$ cat src/rtl/div_pkg.sv
// Shared types and sizing for the sequential divider family.
// The iteration counter is sized from DIV_W so it can address every quotient bit.
package div_pkg;

    typedef enum logic [1:0] {
        IDLE = 2'd0,
        RUN  = 2'd1,
        DONE = 2'd2
    } div_state_t;

    localparam int DIV_W = 16;
    localparam int CNT_W = $clog2(DIV_W);

endpackage

$ cat src/rtl/div_sub_stage.sv
// One restoring-division trial step: subtracts the zero-extended divisor from the
// shifted partial remainder as P' + ~{0,B} + 1; the carry-out is the quotient bit.
module div_sub_stage #(
    parameter int WIDTH = 16
) (
    input  logic [WIDTH:0]   p_shift,
    input  logic [WIDTH-1:0] divisor,
    output logic [WIDTH:0]   diff,
    output logic             no_borrow
);

    logic [WIDTH+1:0] sum_s;

    // Trial subtraction with an explicit carry column so no_borrow falls out of the MSB
    always_comb begin
        sum_s = '0;
        sum_s = {1'b0, p_shift} + {1'b0, ~{1'b0, divisor}} + {{(WIDTH + 1){1'b0}}, 1'b1};
    end

    assign diff      = sum_s[WIDTH:0];
    assign no_borrow = sum_s[WIDTH + 1];

endmodule

$ cat src/rtl/seq_div_16bit.sv
// Iterative unsigned divider producing one quotient bit per clock behind a
// start/busy/done handshake; results are only published on entry to DONE.
module seq_div_16bit
    import div_pkg::*;
#(
    parameter int WIDTH = DIV_W
) (
    input  logic             clk,
    input  logic             rst_n,
    input  logic             start,
    input  logic [WIDTH-1:0] dividend,
    input  logic [WIDTH-1:0] divisor,
    output logic             busy,
    output logic             done,
    output logic [WIDTH-1:0] quotient,
    output logic [WIDTH-1:0] remainder,
    output logic             div_by_zero
);

    localparam logic [CNT_W-1:0] CNT_LAST = CNT_W'(WIDTH - 1);

    div_state_t       state_r;
    logic [CNT_W-1:0] count_r;
    logic [WIDTH-1:0] a_r;
    logic [WIDTH-1:0] b_r;
    logic [WIDTH:0]   p_r;
    logic [WIDTH:0]   p_shift_s;
    logic [WIDTH:0]   diff_s;
    logic [WIDTH:0]   p_next_s;
    logic             no_borrow_s;

    // a_r doubles as the quotient register: dividend bits leave at the top while quotient bits enter at the bottom
    assign p_shift_s = {p_r[WIDTH-1:0], a_r[WIDTH-1]};
    assign p_next_s  = no_borrow_s ? diff_s : p_shift_s;

    div_sub_stage #(
        .WIDTH(WIDTH)
    ) u_sub (
        .p_shift  (p_shift_s),
        .divisor  (b_r),
        .diff     (diff_s),
        .no_borrow(no_borrow_s)
    );

    // Control FSM, iteration counter, datapath registers and registered outputs
    always_ff @(posedge clk or negedge rst_n) begin
        if (!rst_n) begin
            state_r     <= IDLE;
            count_r     <= '0;
            a_r         <= '0;
            b_r         <= '0;
            p_r         <= '0;
            busy        <= 1'b0;
            done        <= 1'b0;
            quotient    <= '0;
            remainder   <= '0;
            div_by_zero <= 1'b0;
        end else begin
            case (state_r)
                IDLE, DONE: begin
                    done <= 1'b0;
                    if (start) begin
                        if (divisor == '0) begin
                            state_r     <= DONE;
                            quotient    <= '1;
                            remainder   <= dividend;
                            div_by_zero <= 1'b1;
                            done        <= 1'b1;
                            busy        <= 1'b0;
                        end else begin
                            state_r     <= RUN;
                            a_r         <= dividend;
                            b_r         <= divisor;
                            p_r         <= '0;
                            count_r     <= '0;
                            busy        <= 1'b1;
                            div_by_zero <= 1'b0;
                        end
                    end else begin
                        state_r <= IDLE;
                    end
                end
                RUN: begin
                    a_r <= {a_r[WIDTH-2:0], no_borrow_s};
                    p_r <= p_next_s;
                    if (count_r == CNT_LAST) begin
                        state_r   <= DONE;
                        busy      <= 1'b0;
                        done      <= 1'b1;
                        quotient  <= {a_r[WIDTH-2:0], no_borrow_s};
                        remainder <= p_next_s[WIDTH-1:0];
                    end else begin
                        count_r <= count_r + {{(CNT_W - 1){1'b0}}, 1'b1};
                    end
                end
                default: begin
                    state_r <= IDLE;
                    busy    <= 1'b0;
                    done    <= 1'b0;
                end
            endcase
        end
    end

endmodule

$ cat config.mk
export PLATFORM = sky130hd
export DESIGN_NAME = seq_div_16bit
export DESIGN_NICKNAME = d
export VERILOG_FILES = /design/src/rtl/div_pkg.sv /design/src/rtl/div_sub_stage.sv /design/src/rtl/seq_div_16bit.sv
export SDC_FILE = /design/constraint.sdc
export NUM_CORES = 1
export LEC_CHECK = 0
export BUFFER_PORTS_ARGS = -buffer_cell sky130_fd_sc_hd__buf_2
export CORE_MARGIN = 2
export CORE_UTILIZATION = 24
export CTS_BUF_LIST = sky130_fd_sc_hd__clkbuf_16
export CTS_CLUSTER_DIAMETER = 120
export DETAILED_ROUTE_END_ITERATION = 7
export PLACE_DENSITY_LB_ADDON = 0.3
export SYNTH_ARGS = -nofsm -noshare
export SYNTH_HDL_FRONTEND = slang
export SYNTH_SLANG_ARGS = --single-unit
$ cat constraint.sdc
create_clock -name clk -period 2.91 [get_ports clk]
set_input_delay 0.1455 -clock clk [delete_from_list [all_inputs] [get_ports clk]]
set_output_delay 0.1455 -clock clk [all_outputs]
set_load 0.02 [all_outputs]
==> results by group <==
Status
  – Outcome: complete, no violations

CTS
  – Clk_lat worst skew: 0.35 ns
  – Worst-path clk slew: 0.07 ns
  – H-tree level count: 3
  – Num Clock Sinks: 88
  – Root Driver: clkbuf_16
  – CTS tree: done
  – Worst-case clock buffer depth: 2
  – Number of buffers created by CTS: 9

Timing
  – Slew @ Worst Pin: 0.611 ns
  – Worst clock skew: 0.00755 ns
  – Final worst path period share: between 90% and 100%
  – Fmax: approximately 370 MHz
  – Final worst slack: 0.176 ns
  – Period minus WS final: 2.73 ns
  – Max-slew violations: 0
  – Fin. Hold Viols: 0
  – Relative slew slack: 59.3%
  – Final setup viols: 0

Setup path
  – Most frequent CP cell: inv_1
  – FF-to-FF End: p_r[14]
  – Reg2reg start: a_r[15]
  – Worst setup path endpoint: p_r[14]
  – Critical Path RT: 3.12 ns
  – Worst-path fanout max: 3
  – Crit-path slowest cell: fa_1
  – Crit-path leading delay family: compound AO/OA/AOI/OAI gates
  – Cell depth of the worst flop-to-flop path: 11
  – Crit path from: a_r[15]
  – Cells along the critical path: inv_1 > ha_1 > inv_1 > fa_1 > a21oi_2 > o22ai_1 > o41ai_2 > a31oi_1 > or3_1 > a31oi_2 > o21ai_1
  – Setup crit end kind: flop
  – Worst EP arrival: 2.95 ns
  – Critical path depth: 11
  – Startpoint Class: flop
  – Critical Path Max Stage Delay: around 0.41 ns
  – CP bufs+invs: 2
  – Critical path class: reg -> reg
  – Worst reg2reg setup slack: around 0.18 ns

Floorplanning
  – Io pins: 70
  – Die X: 142 um
  – Core area: about 0.019 mm2
  – Initial Utilization: 24.4%
  – Die ar.: 0.0202 mm2
  – Num rows: 50
  – Die Ht: 142 um

Placed design
  – Cells after DPL: 790
  – Dpl ws: 0.0605 ns
  – Routability congestion estimate: 0.871
  – # port buffers: between 60 and 70
  – Detailed placer's ending HPWL: a little over 10000 um

Cells and area
  – NumNets Final: about 620
  – Layout cells sized above 1: roughly a fifth
  – Register Area: between 0.002 and 0.0025 mm2
  – # fillers: approximately 2000
  – Diode count: 0
  – Final Non-Filler Cells: 808
  – Area Overhead vs Synth: 22.3%
  – Area of the multi-input gates: 0.00221 mm2

Global route
  – First-pass GRT wire length: around 22000 um
  – Largest net degree at the start of global routing: 65
  – Gr ovfl total: 0
  – Number of global-route vias before repair: 4042
  – Antenna violations before repair: 0
  – GRT Resource Usage Total: around 14%

Synthesis
  – Top cells by area, synth: dfrtp_1 48%, nand2_1 6.3%, ha_1 4.7%, o21ai_0 4.6%, a31oi_1 2.9%
  – Syn. warnings: 0
  – Syn Nets: 549
  – Post-synth EDFFs: 0
  – Ys async rst share: 100%
  – Area of the mapped netlist: 0.00457 mm2
  – Synth cell types: 51
  – Ys flop type: dfrtp_1
  – Register bit total from synthesis: 88
  – Post-Syn Instances: 496
  – Sequential share of the synthesized area: 48.2%
  – Most common cell in the synthesized netlist: dfrtp_1
  – Commonest cells in the netlist: 88 x dfrtp_1, 77 x nand2_1, 42 x o21ai_0
  – Avg Inst Size Synth: 9.21 um2
  – Top-area cell type share of the netlist area: just under 50%
  – Area leader, netlist: dfrtp_1

Power and ir drop
  – VDD IR max: 0.000529 V
  – P_leak: 2.50 nW
  – Tot Pwr: around 0.0084 W
  – PwrDens: 1500 mW/mm2

Routing
  – DRC Markers: 0
  – Total length of routed wires: about 14000 um
  – Starting DRT DRC Count: 208
  – WL/cell: 17.0 um
  – Pre-antenna DRT Iters: 4
  – Via count: 3951
  – Vias per inst: 4.89
  – Post-route ant nets: 0

Hold path
  – Min-delay worst type: in -> reg

Flow run
  – Max-Cap Viols: 0
[worst min-delay path by stage]
stage	startpoint	endpoint	slack, ns	cells past startpoint
2_1_floorplan	rst_n	a_r[0]	-0.15	0
3_3_place_gp	rst_n	p_r[5]	0.15	1
3_5_place_dp	rst_n	p_r[5]	0.15	1
4_1_cts	divisor[13]	b_r[13]	0.01	3
5_1_grt	divisor[13]	b_r[13]	0.03	3
6_report	divisor[13]	b_r[13]	0.03	3
[timing repair]
action | 4_1_cts | 5_1_grt
endpoints found under the hold margin | 33 | 0
setup endpoints to repair | 0 | 11
hold buffers | 1 | 0
setup buffers | 0 | 1
resized for setup | 0 | 6
[logic make-up (layout without fill, tap and decap cells)]
logic type      after synthesis  after routing  synth area share, %
buf+inv                      48            126                 4.33
compound gates              151            151                 21.4
flops                        88             88                 48.2
mux                           4              4                0.876
simple gates                177            177                 18.2
fa+ha+maj                    18             18                 5.09
xor+xnor                     10             10                 1.92
[state kept, by name, indices dropped and copies added (netlist names)]
| name | cells |
|---|---|
| b_r | 16 |
| busy | 1 |
| p_r | 16 |
| state_r | 2 |
| count_r | 4 |
| remainder | 16 |
| div_by_zero | 1 |
| a_r | 16 |
| quotient | 16 |
[power by group]
| group | internal (W) | total, W | switching [W] |
|---|---|---|---|
| logic | 0.00198 | 0.00492 | 0.00294 |
| clock network | 0.000669 | 0.00119 | 0.000517 |
| registers | 0.00185 | 0.00227 | 0.000422 |
| total | 0.00450 | 0.00838 | 0.00388 |
[placed cells by master (no fill, tap or decap), types with 4 or more instances in the layout]
master,n
o21a_1,6
nand2_1,77
ha_1,16
buf_2,68
and2_1,4
o21ai_0,42
a21oi_1,25
inv_1,21
buf_4,21
a31oi_1,20
nor2_1,34
xnor2_1,5
or3_1,5
nor4_1,6
o21ai_1,7
and3_1,5
o22ai_1,9
mux2i_1,4
nor3_1,9
xor2_1,5
a21o_1,4
clkbuf_16,9
dfrtp_1,88
o22a_1,15
nand3_1,19
[layout make-up]
class	count	area share [%]
flip-flops and latches	88	39.4
repair buffers	90	9.09
clock inverters	7	1.30
multi-input cells	360	39.6
well taps	234	5.24
clock buffers	9	4.03
inverters	20	1.34
[metrics by stage]
step / setup TNS, ns / area, um2 / hold WS (ns) / utilization (%)
6_report: 0 / 5590 / 0.0257 / 29.9
5_1_grt: -0.0106 / 5590 / 0.0295 / 29.9
4_1_cts: 0 / 5540 / 0.0125 / 29.6
3_5_place_dp: 0 / 5240 / 0.152 / 28.0
3_3_place_gp: 0 / 5240 / 0.145 / 28.0
2_1_floorplan: 0 / 4570 / -0.150 / -
[worst min-delay path: cells and delay by family]
| family | cells | cell delay, ns |
|---|---|---|
| buf+inv | 1 | 0.09 |
| compound gates | 1 | 0.06 |
| simple gates | 1 | 0.04 |
[routing by layer]
metal  vias up  GRT usage, %  routed length, um
met5         -             0                  0
li1       1932             -                  -
met4         0          6.47                413
met2        74          22.5               6530
met3        24          2.73                492
met1      1921          18.3               6320
No activity file was read; power rests on OpenSTA's default activity.
